===== config.mk =====
export PLATFORM = sky130hd
export DESIGN_NAME = pixel_pack_writer_flat
export DESIGN_NICKNAME = d
export VERILOG_FILES = /design/src/rtl/pixel_pack_writer_if.sv /design/src/rtl/pixel_pack_writer.sv /design/src/flat_wrapper.sv
export SDC_FILE = /design/constraint.sdc
export NUM_CORES = 1
export LEC_CHECK = 0
export BUFFER_PORTS_ARGS = -buffer_cell sky130_fd_sc_hd__buf_2
export CAP_MARGIN = 10
export CORE_ASPECT_RATIO = 2
export CORE_MARGIN = 4
export CORE_UTILIZATION = 55
export CTS_CLUSTER_SIZE = 14
export DETAILED_ROUTE_END_ITERATION = 6
export HOLD_SLACK_MARGIN = 0.05
export PLACE_DENSITY = 0.77
export SYNTH_ARGS = -nofsm -noshare
export SYNTH_HDL_FRONTEND = slang
export SYNTH_SLANG_ARGS = --single-unit

===== constraint.sdc =====
create_clock -name clk_in -period 3.7 [get_ports clk_in]
set_input_delay 0.74 -clock clk_in [delete_from_list [all_inputs] [get_ports clk_in]]
set_output_delay 0.74 -clock clk_in [all_outputs]
set_load 0.05 [all_outputs]

===== src/rtl/pixel_pack_writer_if.sv =====
// ============================================================================
// Module     : pixel_pack_writer_if
// Purpose    : Groups the pixel stream that feeds the packer and the BRAM
//              write port it drives.
// Ports      : data_valid_in, pixel_data_in, hcount_in, vcount_in
//                (pixel source -> packer)
//              we_out, waddr_out, wdata_out, frame_done_out, err_out
//                (packer -> frame buffer / status)
// Modports   : master - pixel source side (drives the stream, observes writes)
//              slave  - packer side
// Revision   : 1.0 - initial release
// ============================================================================
`default_nettype none

interface pixel_pack_writer_if #(
  parameter int WORD_W = 16,
  parameter int ADDR_W = 13
) ();
  logic              data_valid_in;
  logic              pixel_data_in;
  logic [10:0]       hcount_in;
  logic [9:0]        vcount_in;
  logic              we_out;
  logic [ADDR_W-1:0] waddr_out;
  logic [WORD_W-1:0] wdata_out;
  logic              frame_done_out;
  logic              err_out;

  modport master (
    output data_valid_in, pixel_data_in, hcount_in, vcount_in,
    input  we_out, waddr_out, wdata_out, frame_done_out, err_out
  );

  modport slave (
    input  data_valid_in, pixel_data_in, hcount_in, vcount_in,
    output we_out, waddr_out, wdata_out, frame_done_out, err_out
  );
endinterface

`default_nettype wire


===== src/rtl/pixel_pack_writer.sv =====
// ============================================================================
// Module     : pixel_pack_writer
// Purpose    : Packs a stream of 1-bit pixels into WORD_W-bit words and issues
//              one frame-buffer write per word. Writing begins only at a frame
//              start (pixel 0,0); the write of the last word of the frame is
//              flagged with frame_done_out.
// Ports      : clk_in  - system clock, rising edge
//              rst_in  - asynchronous reset, active low
//              bus     - pixel_pack_writer_if.slave (pixel stream in,
//                        BRAM write port and status out)
// Config     : PACK_MSB_FIRST_EN - when defined, pixel with bit index 0 lands
//              in wdata[WORD_W-1]; otherwise it lands in wdata[0].
// Revision   : 1.0 - initial release
// ============================================================================
`default_nettype none

module pixel_pack_writer #(
  parameter int H_ACTIVE = 320,
  parameter int V_ACTIVE = 240,
  parameter int WORD_W   = 16,
  parameter int ADDR_W   = 13
) (
  input  logic                 clk_in,
  input  logic                 rst_in,
  pixel_pack_writer_if.slave   bus
);

  localparam int LOG2W     = $clog2(WORD_W);
  localparam int WPL       = H_ACTIVE / WORD_W;
  localparam int LAST_WORD = (H_ACTIVE * V_ACTIVE / WORD_W) - 1;
  localparam logic [ADDR_W-1:0] LAST_ADDR = ADDR_W'(LAST_WORD);

  typedef enum logic [0:0] {
    WAIT_SOF = 1'b0,
    PACK     = 1'b1
  } state_t;

  state_t            state_q, state_d;
  logic [WORD_W-1:0] acc_q, acc_d;
  logic              pend_q, pend_d;
  logic [ADDR_W-1:0] paddr_q, paddr_d;
  logic              we_q, we_d;
  logic [ADDR_W-1:0] waddr_q, waddr_d;
  logic [WORD_W-1:0] wdata_q, wdata_d;
  logic              fd_q, fd_d;
  logic              err_q, err_d;

  logic              accept;
  logic              sof;
  logic [LOG2W-1:0]  bidx;
  logic [LOG2W-1:0]  bpos;
  logic [ADDR_W-1:0] addr;
  logic [WORD_W-1:0] bit_val;
  logic              fresh;
  logic              flush_partial;
  logic [WORD_W-1:0] merged;

  assign accept = bus.data_valid_in
                  && (32'(bus.hcount_in) < 32'(H_ACTIVE))
                  && (32'(bus.vcount_in) < 32'(V_ACTIVE));
  assign sof    = accept && (bus.hcount_in == 11'd0) && (bus.vcount_in == 10'd0);
  assign bidx   = bus.hcount_in[LOG2W-1:0];

  // Word address. Evaluating the sum directly at ADDR_W bits gives the same
  // result as computing it wide and truncating (arithmetic is modulo 2**ADDR_W).
  assign addr = ADDR_W'(bus.vcount_in) * ADDR_W'(WPL)
              + ADDR_W'(bus.hcount_in >> LOG2W);

`ifdef PACK_MSB_FIRST_EN
  // WORD_W is a power of two, so WORD_W-1-b is the bitwise complement of b.
  assign bpos = ~bidx;
`else
  assign bpos = bidx;
`endif

  assign bit_val = {{(WORD_W-1){1'b0}}, bus.pixel_data_in} << bpos;

  always_comb begin
    state_d       = state_q;
    acc_d         = acc_q;
    pend_d        = pend_q;
    paddr_d       = paddr_q;
    we_d          = 1'b0;
    waddr_d       = waddr_q;
    wdata_d       = wdata_q;
    fd_d          = 1'b0;
    err_d         = err_q;
    // A pixel opens a fresh word on a frame start, when nothing is pending,
    // or when it belongs to a different word than the pending partial.
    fresh         = sof || !pend_q || (addr != paddr_q);
    merged        = (fresh ? '0 : acc_q) | bit_val;
    // A pending partial leaves because a pixel of another word arrived
    // (a frame start discards it instead).
    flush_partial = pend_q && fresh && !sof;

    if (accept && ((state_q == PACK) || sof)) begin
      state_d = PACK;
      if (sof && pend_q) begin
        err_d = 1'b1;
      end
      if (&bidx) begin
        // Word completes this cycle; it takes the single write slot, so any
        // outgoing partial is lost.
        we_d    = 1'b1;
        waddr_d = addr;
        wdata_d = merged;
        acc_d   = '0;
        pend_d  = 1'b0;
        if (flush_partial) begin
          err_d = 1'b1;
        end
      end else begin
        acc_d   = merged;
        pend_d  = 1'b1;
        paddr_d = addr;
        if (flush_partial) begin
          we_d    = 1'b1;
          waddr_d = paddr_q;
          wdata_d = acc_q;
        end
      end
      // Writing the last word closes the frame; nothing carries over.
      if (we_d && (waddr_d == LAST_ADDR)) begin
        fd_d    = 1'b1;
        state_d = WAIT_SOF;
        acc_d   = '0;
        pend_d  = 1'b0;
      end
    end
  end

  always_ff @(posedge clk_in or negedge rst_in) begin
    if (!rst_in) begin
      state_q <= WAIT_SOF;
      acc_q   <= '0;
      pend_q  <= 1'b0;
      paddr_q <= '0;
      we_q    <= 1'b0;
      waddr_q <= '0;
      wdata_q <= '0;
      fd_q    <= 1'b0;
      err_q   <= 1'b0;
    end else begin
      state_q <= state_d;
      acc_q   <= acc_d;
      pend_q  <= pend_d;
      paddr_q <= paddr_d;
      we_q    <= we_d;
      waddr_q <= waddr_d;
      wdata_q <= wdata_d;
      fd_q    <= fd_d;
      err_q   <= err_d;
    end
  end

  assign bus.we_out         = we_q;
  assign bus.waddr_out      = waddr_q;
  assign bus.wdata_out      = wdata_q;
  assign bus.frame_done_out = fd_q;
  assign bus.err_out        = err_q;

endmodule

`default_nettype wire


===== src/flat_wrapper.sv =====
// flat-port wrapper written by rule: the top's interface ports become plain ports
module pixel_pack_writer_flat 
#(
  parameter int H_ACTIVE = 320,
  parameter int V_ACTIVE = 240,
  parameter int WORD_W   = 16,
  parameter int ADDR_W   = 13
)
  (clk_in, rst_in, bus_data_valid_in, bus_pixel_data_in, bus_hcount_in, bus_vcount_in, bus_we_out, bus_waddr_out, bus_wdata_out, bus_frame_done_out, bus_err_out);
  pixel_pack_writer_if #(.WORD_W(WORD_W), .ADDR_W(ADDR_W)) bus_i ();
  input  logic clk_in;
  input  logic rst_in;
  input wire logic [$bits(bus_i.data_valid_in)-1:0] bus_data_valid_in;
  input wire logic [$bits(bus_i.pixel_data_in)-1:0] bus_pixel_data_in;
  input wire logic [$bits(bus_i.hcount_in)-1:0] bus_hcount_in;
  input wire logic [$bits(bus_i.vcount_in)-1:0] bus_vcount_in;
  output wire logic [$bits(bus_i.we_out)-1:0] bus_we_out;
  output wire logic [$bits(bus_i.waddr_out)-1:0] bus_waddr_out;
  output wire logic [$bits(bus_i.wdata_out)-1:0] bus_wdata_out;
  output wire logic [$bits(bus_i.frame_done_out)-1:0] bus_frame_done_out;
  output wire logic [$bits(bus_i.err_out)-1:0] bus_err_out;
  assign bus_i.data_valid_in = bus_data_valid_in;
  assign bus_i.pixel_data_in = bus_pixel_data_in;
  assign bus_i.hcount_in = bus_hcount_in;
  assign bus_i.vcount_in = bus_vcount_in;
  assign bus_we_out = bus_i.we_out;
  assign bus_waddr_out = bus_i.waddr_out;
  assign bus_wdata_out = bus_i.wdata_out;
  assign bus_frame_done_out = bus_i.frame_done_out;
  assign bus_err_out = bus_i.err_out;
  pixel_pack_writer #(.H_ACTIVE(H_ACTIVE), .V_ACTIVE(V_ACTIVE), .WORD_W(WORD_W), .ADDR_W(ADDR_W)) u_core (.clk_in(clk_in), .rst_in(rst_in), .bus(bus_i));
endmodule

== Word-level counts from Yosys, hierarchy flattened ==
Cells that the tools add are included.

* Bits in registers: 63
* Output and inout port bits: 32
* Input port bits: 25
* Word-level logic and storage cells: 58

* Equal/unequal tests: 2
* Bitwise logic cells: 2
* Multiplexer cells: 20
* Order comparisons: 2
* $mul: 1
* Shifts and indexed selects: 1
* Add/sub/neg operators: 1
* Reduce and logical (&&, ||, !) cells: 20

{| class="wikitable"
|+ Operators by type and width
! cell !! count
|-
| 16-bit two-way mux || 5
|-
| 13-bit two-way mux || 3
|-
| 16-bit OR || 1
|-
| 1-bit by 4-bit left shift with 16-bit output || 1
|-
| 13-bit by 7-bit adder with 13-bit output || 1
|-
| 13-bit equality test (second input constant) || 1
|-
| 13-bit != test || 1
|-
| 1-bit two-way mux || 12
|-
| 11-bit logical NOT || 1
|-
| 11-bit by 9-bit < comparator with 1-bit output (second input constant) || 1
|-
| 10-bit by 3-bit multiplier with 11-bit output (second input constant) || 1
|-
| 10-bit logical NOT || 1
|-
| 10-bit by 8-bit < comparator with 1-bit output (second input constant) || 1
|-
| 1-bit logical AND || 9
|-
| 2-bit AND reduction || 2
|-
| 4-bit AND reduction || 1
|-
| 1-bit logical OR || 3
|-
| 1-bit logical NOT || 2
|-
| 2-bit nonzero test || 1
|-
| 1-bit NOT || 1
|}

== Logic depth before layout (Yosys ltp) ==
Gate-level depths: netlist (run 1).

* Depth in word-level cells: 16
* Gate-level depth with buffers: 16
* Gate-level depth less buffers: 14

== Least setup slack after synthesis (run 1) ==
No wires, ideal clock.

* Path type: input to register
* Start point: in bus_vcount_in[1]
* End point: reg u_core.pend_q
* Buffers on the path: 2
* Required time: 3.575 ns
* Path slack: -1.286 ns
* Arrival: 4.861 ns
* Stages on the path: 16
* Library setup time: 0.125 ns
* Path through: ha_1 -> ha_1 -> fa_1 -> ha_1 -> nand4_1 -> a2111oi_2 -> xnor3_1 -> and4_1 -> a41o_1 -> buf_6 -> mux2i_1 -> a21oi_1 -> or3b_1 -> nor4_4 -> buf_6 -> o21ai_2

* Longest elaborated chain between the ends: 14
* Elaborated cells between the ends (all ways): 24
* Those cells by class: add/sub (1); mul (1); order compare (1); eq/ne (2); mux (7); reduce/logical (12)

{| class="wikitable"
|+ RTL lines
! what !! line !! source
|-
| start, declared || flat_wrapper.sv:16 || <nowiki>input wire logic [$bits(bus_i.vcount_in)-1:0] bus_vcount_in;</nowiki>
|-
| branches (longest 14 deep; another with 13-bit by 7-bit adder with 13-bit output) || - ||
|-
| end signal, assigned || pixel_pack_writer.sv:146 || <nowiki>pend_q <= pend_d;</nowiki>
|-
| end, declared || pixel_pack_writer.sv:40 || <nowiki>logic pend_q, pend_d;</nowiki>
|}

Several ways; the timed one is not identified. The select of a mux whose other input is x is not followed.
A chain may end at the register's enable or synchronous reset.

== Worst setup path after layout (run 1) ==
* Start point: in bus_vcount_in[1]
* End point: reg u_core.fd_q (netlist: u_core.bus.frame_done_out)

* Longest elaborated chain between the ends: 15
* Elaborated cells between the ends (all ways): 25
* Those cells by class: add/sub (1); mul (1); order compare (1); eq/ne (2); mux (8); reduce/logical (12)

{| class="wikitable"
|+ RTL lines
! what !! line !! source
|-
| branches (longest 14 deep; another with 13-bit by 7-bit adder with 13-bit output) || - ||
|-
| 1-bit two-way mux (*) || pixel_pack_writer.sv:96 || <nowiki>if (accept && ((state_q == PACK) || sof)) begin</nowiki>
|-
| net u_core.fd_d || pixel_pack_writer.sv:45 || <nowiki>logic fd_q, fd_d;</nowiki>
|-
| end signal, assigned || pixel_pack_writer.sv:141 || <nowiki>fd_q <= 1'b0;</nowiki>
|-
| end signal, assigned || pixel_pack_writer.sv:151 || <nowiki>fd_q <= fd_d;</nowiki>
|-
| end, declared || pixel_pack_writer.sv:45 ||
|}

Mark *: on every way through the listed nets, which the timed path passes. The select of a mux whose other input is x is not followed.

==> results.json, run 1 <==
{
  "status": "complete, but fails checks",
  "violations": "negative setup slack",
  "synth_edf_count": 0,
  "antenna_found_initial": 0,
  "cts_root_buffer": "clkbuf_16",
  "gr-total-overflow": 0,
  "dp_hpwl_um": 9130,
  "hold-path-endpoint": "u_core.bus.wdata_out[9]$_DFFE_PN0P_",
  "ys_types": 70,
  "wire_per_inst_um": 22.8,
  "netlist_area_um2": 4100,
  "cap_violations": 0,
  "cts_tree": "done",
  "worstPathArrival_ns": 5.07,
  "cts_num_sinks": 63,
  "yosys_most_used_dff": "dfrtp_1",
  "worstPathCellList": "buf_8 -> ha_4 -> ha_4 -> fa_2 -> ha_4 -> nand4_1 -> a2111oi_4 -> xnor3_1 -> and4_4 -> a41o_4 -> mux2i_1 -> a21oi_1 -> or3b_4 -> nor4_4 -> buf_4 -> buf_8 -> and2_1",
  "area_growth_pct": 53.3,
  "syn_avg_cell_area_um2": 9.47,
  "synth_area_leaders": "dfrtp_1, nand2_1, ha_1, nor2_1, xnor2_1",
  "power.leakage_uw": 0.00309,
  "port_buffers": 56,
  "setup_ws_ns": -1.10,
  "io_pins": 57,
  "yosysMostFrequentCell": "nand2_1",
  "min_from": "u_core.bus.wdata_out[9]$_DFFE_PN0P_",
  "power_uw": 2340,
  "powerDensity_nw_per_um2": 373,
  "critPathMaxFanout": 8,
  "crit_required_ns": 3.97,
  "cts_buffers": 9,
  "r2r-start": "u_core.paddr_q[0]$_DFFE_PN0P_",
  "num_antenna_cells": 0,
  "die_w_um": 69.1,
  "clkLatencyLatePin_ns": 0.34,
  "grt_pass1_wl_um": 21000,
  "hold_class": "reg -> reg",
  "ys_seq_area_frac": 0.384,
  "slowest_stage": "a2111oi_4",
  "die_h_um": 130,
  "avgViaCountPerCell": 6.35,
  "fin_setup_tns_ns": -28.13,
  "wl_um": 15700,
  "endpoint_kind": "flip-flop",
  "first_pass_iters": 5,
  "crit_buf_inv": 3,
  "synth_top_area_cell": "dfrtp_1",
  "synth-seq-cells": 63,
  "critical-path-top-delay-family": "simple AND/OR/NAND/NOR gates",
  "synthesis.nets": 480,
  "fin_crit_ns": 4.80,
  "grt_pass1_vias": 4344,
  "maxSlewViolCount": 0,
  "r2r-end": "u_core.bus.frame_done_out$_DFF_PN0_",
  "r2r_setup_slack_ns": 0.09,
  "synthCells": 433,
  "gp_congestion": 0.934,
  "grt_max_degree": 40,
  "reg2regPathDepth": 13,
  "grt_setup_unrepaired": "yes",
  "fmax_ghz": 0.209,
  "yosys-top-cells-count": "nand2_1, dfrtp_1, nor2_1",
  "drt_iter0_drc": 479,
  "rows": 44,
  "critPathKind": "in -> reg",
  "cp-start-kind": "input port",
  "cts_htree_levels": 3,
  "setup_violations": 49,
  "whs_path_depth": 2,
  "yosys_warnings": 0,
  "drive_above_1_share": 0.494,
  "nets": 639,
  "hold_viol": 0,
  "core_area_um2": 7270,
  "slowest_delay_ns": 0.49,
  "final_antenna_net_count": 0,
  "clk_pin_slew_ns": 0.05,
  "ir_worst_vdd_uv": 268,
  "drc": 0,
  "worst-path-stages": 17,
  "slew_headroom": 0.375,
  "synth_top_cell_area_share": 0.384,
  "fin_skew_ns": 0.00630,
  "worstMarginPinSlew_ns": 0.938,
  "timing.final.crit_share": 1.30,
  "worst_path_most_repeated_cell": "ha_4",
  "ys_async_sr_fraction": 1.00,
  "vias": 4378,
  "clk_path_buf_depth": 2,
  "start_util": 0.564,
  "die_area_um2": 8980,
  "track_usage": 0.301
}
routing by layer:
layer / track usage / part of all wire / vias up
li1: - / - / 1848
met1: 0.257 / 0.29 / 2106
met2: 0.590 / 0.55 / 291
met3: 0.0594 / 0.058 / 133
met4: 0.238 / 0.10 / 0
met5: 0 / 0 / -
layout make-up:
cell class | count | area, um2
clock inverter | 3 | 90.1
multi-input combinational | 349 | 2950
sequential | 63 | 1580
timing repair buffer | 165 | 1270
clock buffer | 13 | 250
tap | 92 | 115
fill | 351 | 982
inverter | 4 | 27.5
timing repair:
action / 4_1_cts / 5_1_grt
hold buffers: 0 / 0
setup endpoints to repair: 49 / 50
pin swaps: 22 / 42
buffers inserted: 4 / 19
gates resized for setup: 36 / 98
cloned: 3 / 3
how the worst max path moves through the flow:
stage               slack [ns]             start                                   to
detailed placement       -1.23  bus_vcount_in[1]          u_core.acc_q[4]$_DFFE_PN0P_
finish                   -1.10  bus_vcount_in[1]  u_core.bus.frame_done_out$_DFF_PN0_
CTS                      -0.90  bus_vcount_in[3]            u_core.pend_q$_DFFE_PN0P_
global placement         -1.06  bus_vcount_in[1]          u_core.acc_q[0]$_DFFE_PN0P_
global route             -1.18  bus_vcount_in[1]            u_core.pend_q$_DFFE_PN0P_
floorplan                -1.04  bus_vcount_in[1]            u_core.pend_q$_DFFE_PN0P_
tightest hold or removal path: stages, from the launching register on:
cell and delay [ns]:
dfrtp_1 0.33, nand2_1 0.05, nand2_1 0.05
cells in the final DEF, fill, tap and decap left out, types with 3 or more instances in the layout:
cell and count:
nand4_1 15, buf_4 87, nor2_4 3, o21ai_2 18
nor2_1 28, mux2_2 6, o21ai_0 9, nand3_2 13
clkbuf_16 11, xnor3_1 4, buf_8 5, a21oi_2 6
nor2b_1 4, o21ai_1 5, a211oi_1 3, nand2_1 87
mux2_4 3, ha_1 12, a21oi_1 5, nand2b_1 3
a21o_1 3, inv_1 3, nor4_1 5, xor2_1 5
dfrtp_1 63, buf_2 54, bufinv_16 3, nand2_2 11
clkbuf_1 3, and2_1 5, xnor2_1 12, ha_4 8
buf_6 14, a21oi_4 3, mux2i_1 5
power by group:
group / switching [uW] / internal (uW) / total, uW
sequential: 0.000228 / 690 / 690
clock: 308 / 677 / 985
combinational: 324 / 343 / 667
total: 632 / 1710 / 2340
flip-flops by register name, indices dropped and copies added (netlist names):
name and cells:
u_core.acc_q 16, u_core.bus.err_out 1, u_core.bus.frame_done_out 1, u_core.bus.waddr_out 13, u_core.bus.wdata_out 16, u_core.bus.we_out 1
u_core.paddr_q 13, u_core.pend_q 1, u_core.state_q 1
cells by family after synthesis:
group                    Yosys count  share of synthesized area
XOR/XNOR                          26                     0.0845
adder cells (fa/ha/maj)           22                     0.0708
multiplexers                      17                     0.0452
buffers and inverters             21                     0.0232
AND/OR/NAND/NOR                  206                      0.252
flip-flops                        63                      0.384
AO/OA/AOI/OAI                     78                      0.140
through the flow:
stage               std cells  area (um2)  setup slack [ns]   util  hold WS [ns]
floorplan                 433        4160             -1.04      -         0.444
global placement          649        5140             -1.06  0.708         0.444
finish                    689        6280             -1.10  0.865         0.467
global route              689        6280             -1.18  0.865         0.493
detailed placement        649        5140             -1.23  0.708         0.451
CTS                       671        5730            -0.898  0.788         0.460
(Power assumes the default switching activity.)
==> run 2: changes to the inputs <==
--- a/config.mk
+++ b/config.mk
@@ -8,7 +8,7 @@
 export BUFFER_PORTS_ARGS = -buffer_cell sky130_fd_sc_hd__buf_2
 export CAP_MARGIN = 10
 export CORE_ASPECT_RATIO = 2
-export CORE_MARGIN = 4
+export CORE_MARGIN = 1
 export CORE_UTILIZATION = 55
 export CTS_CLUSTER_SIZE = 14
 export DETAILED_ROUTE_END_ITERATION = 6
==> run 2 against run 1 <==
Effect of this change:
- the run still ends with negative setup slack left
- critical path depth is 1 higher
- die area is 13% lower
- wire length is 2.2% higher
- fmax is 2.1% higher
- clock skew is 0.0039 ns higher
- final cell count is 1.0% higher
- sequential share of layout area is 0.42 points higher
- global-route usage is 11 points higher
- clock power is 0.4% higher
- flip-flop and latch count stayed put
- critical endpoint is now u_core.acc_q[5]$_DFFE_PN0P_
==> results.json, run 2 (synthesis gave the netlist of run 1 again) <==
{
  "antenna_found_initial": 0,
  "hold_viol": 0,
  "fin_cells": 696,
  "start_util": 0.569,
  "fin_crit_ns": 4.70,
  "endpoint_kind": "flip-flop",
  "slew_headroom": 0.242,
  "rows": 44,
  "cp-start-kind": "input port",
  "grt_pass1_wl_um": 23000,
  "cts_tree": "done",
  "r2r-end": "u_core.acc_q[5]$_DFFE_PN0P_",
  "track_usage": 0.407,
  "vias": 4527,
  "hold_class": "in -> async",
  "clkPwrFrac": 0.426,
  "critPathKind": "in -> reg",
  "timing.hold.ws_ns": 0.401,
  "grt_max_degree": 39,
  "die_w_um": 63.1,
  "fin_setup_tns_ns": -27.84,
  "dp_hpwl_um": 9100,
  "power.leakage_uw": 0.00311,
  "violations": "negative setup slack",
  "cap_violations": 0,
  "drive_above_1_share": 0.470,
  "avgViaCountPerCell": 6.50,
  "gp_congestion": 0.954,
  "setup_ws_ns": -0.998,
  "final_antenna_net_count": 0,
  "pre_cts_ws_ns": -1.34,
  "layout_common_cells": "buf_4, nand2_1, dfrtp_1",
  "cts_root_buffer": "clkbuf_16",
  "grt_pass1_vias": 4536,
  "dp_cells": 655,
  "worstMarginPinSlew_ns": 1.14,
  "power.share.combinational": 0.277,
  "area_growth_pct": 50.7,
  "grt_setup_unrepaired": "yes",
  "clk_pin_slew_ns": 0.05,
  "io_pins": 57,
  "cts_htree_levels": 3,
  "switching_share": 0.273,
  "fmax_ghz": 0.213,
  "critPathMaxFanout": 5,
  "sequentialPowerShare": 0.297,
  "clkLatencyLatePin_ns": 0.34,
  "num_antenna_cells": 0,
  "status": "complete, but fails checks",
  "switchingPower_uw": 634,
  "port_buffers": 56,
  "reg2regPathDepth": 14,
  "r2r_setup_slack_ns": 0.10,
  "r2r-start": "u_core.paddr_q[0]$_DFFE_PN0P_",
  "nets": 646,
  "crit_required_ns": 3.92,
  "ir_worst_vdd_uv": 251,
  "final_common_cell": "buf_4",
  "timing.final.crit_share": 1.27,
  "clk_path_buf_depth": 2,
  "fillers": 361,
  "final_area_um2": 6180,
  "drt_iter0_drc": 475,
  "first_pass_iters": 5,
  "crit_start": "bus_vcount_in[3]",
  "fin_skew_ns": 0.0102,
  "maxSlewViolCount": 0,
  "powerDensity_nw_per_um2": 376,
  "die_area_um2": 7820,
  "wire_per_inst_um": 23.1,
  "p_int_uw": 1690,
  "cts_num_sinks": 63,
  "drc": 0,
  "worstPathArrival_ns": 4.92,
  "cts_buffers": 9,
  "wl_um": 16100,
  "setup_violations": 48,
  "place_area_um2": 5170,
  "core_area_um2": 7210,
  "gr-total-overflow": 0,
  "die_h_um": 124
}
==> run 2: changes by cell type in the layout (fill, tap and decap cells not counted), moves of 4 or more <==
cell	delta
nand3_1	+11
nand3_2	-9
buf_4	+6
nand2_1	+4
==> run 2: cell type report <==
class | instances | area [um2] | area share
sequential | 63 | 1580 | 0.255
tap | 92 | 115 | 0.0186
timing repair buffer | 172 | 1310 | 0.213
clock inverter | 3 | 90.1 | 0.0146
inverter | 4 | 20.0 | 0.00324
clock buffer | 13 | 250 | 0.0405
multi-input combinational | 349 | 2820 | 0.455
==> run 2: power by group through the flow <==
stage,combinational (uW),sequential (uW),clock (uW)
CTS,582,690,975
detailed placement,530,702,0
finish,643,690,989
global route,670,689,1020
global placement,515,702,0
floorplan,301,702,0
==> run 2: worst max-delay path, stage by stage <==
cell and delay, ns:
buf_8 0.10, ha_4 0.23, ha_4 0.16, fa_2 0.46, ha_4 0.29, nand4_1 0.13
buf_6 0.17, a2111oi_4 0.34, xnor3_1 0.29, and4_4 0.17, a41o_4 0.28, mux2i_4 0.20
a21oi_2 0.19, or3b_4 0.44, nor4_4 0.29, buf_4 0.20, buf_6 0.14, o21ai_2 0.07
==> run 2: worst max-delay path by stage <==
| stage | slack [ns] | cells past startpoint | endpoint |
|---|---|---|---|
| floorplan | -1.04 | 16 | u_core.pend_q$_DFFE_PN0P_ |
| global placement | -1.23 | 17 | u_core.acc_q[0]$_DFFE_PN0P_ |
| detailed placement | -1.34 | 17 | u_core.acc_q[5]$_DFFE_PN0P_ |
| CTS | -0.84 | 17 | u_core.acc_q[4]$_DFFE_PN0P_ |
| global route | -0.99 | 22 | u_core.bus.waddr_out[8]$_DFFE_PN0P_ |
| finish | -1.0 | 18 | u_core.acc_q[5]$_DFFE_PN0P_ |
==> run 2: repair_timing <==
item | in CTS | in global routing
gates cloned | 5 | 0
resized for setup | 82 | 22
setup endpoints to repair | 50 | 50
pin swaps | 31 | 16
setup buffers | 16 | 7
hold buffers | 0 | 0
==> run 2: stage by stage <==
stage | utilization | total power, uW
6_report | 0.857 | 2320
3_5_place_dp | 0.718 | 1230
2_1_floorplan | - | 1000
4_1_cts | 0.835 | 2250
5_1_grt | 0.857 | 2380
3_3_place_gp | 0.718 | 1220
==> run 2: metal layers <==
| metal | share of wire | track usage | vias up |
|---|---|---|---|
| li1 | - | - | 1874 |
| met1 | 0.30 | 0.343 | 2162 |
| met2 | 0.53 | 0.754 | 341 |
| met3 | 0.067 | 0.117 | 150 |
| met4 | 0.10 | 0.356 | 0 |
| met5 | 0 | 0 | - |
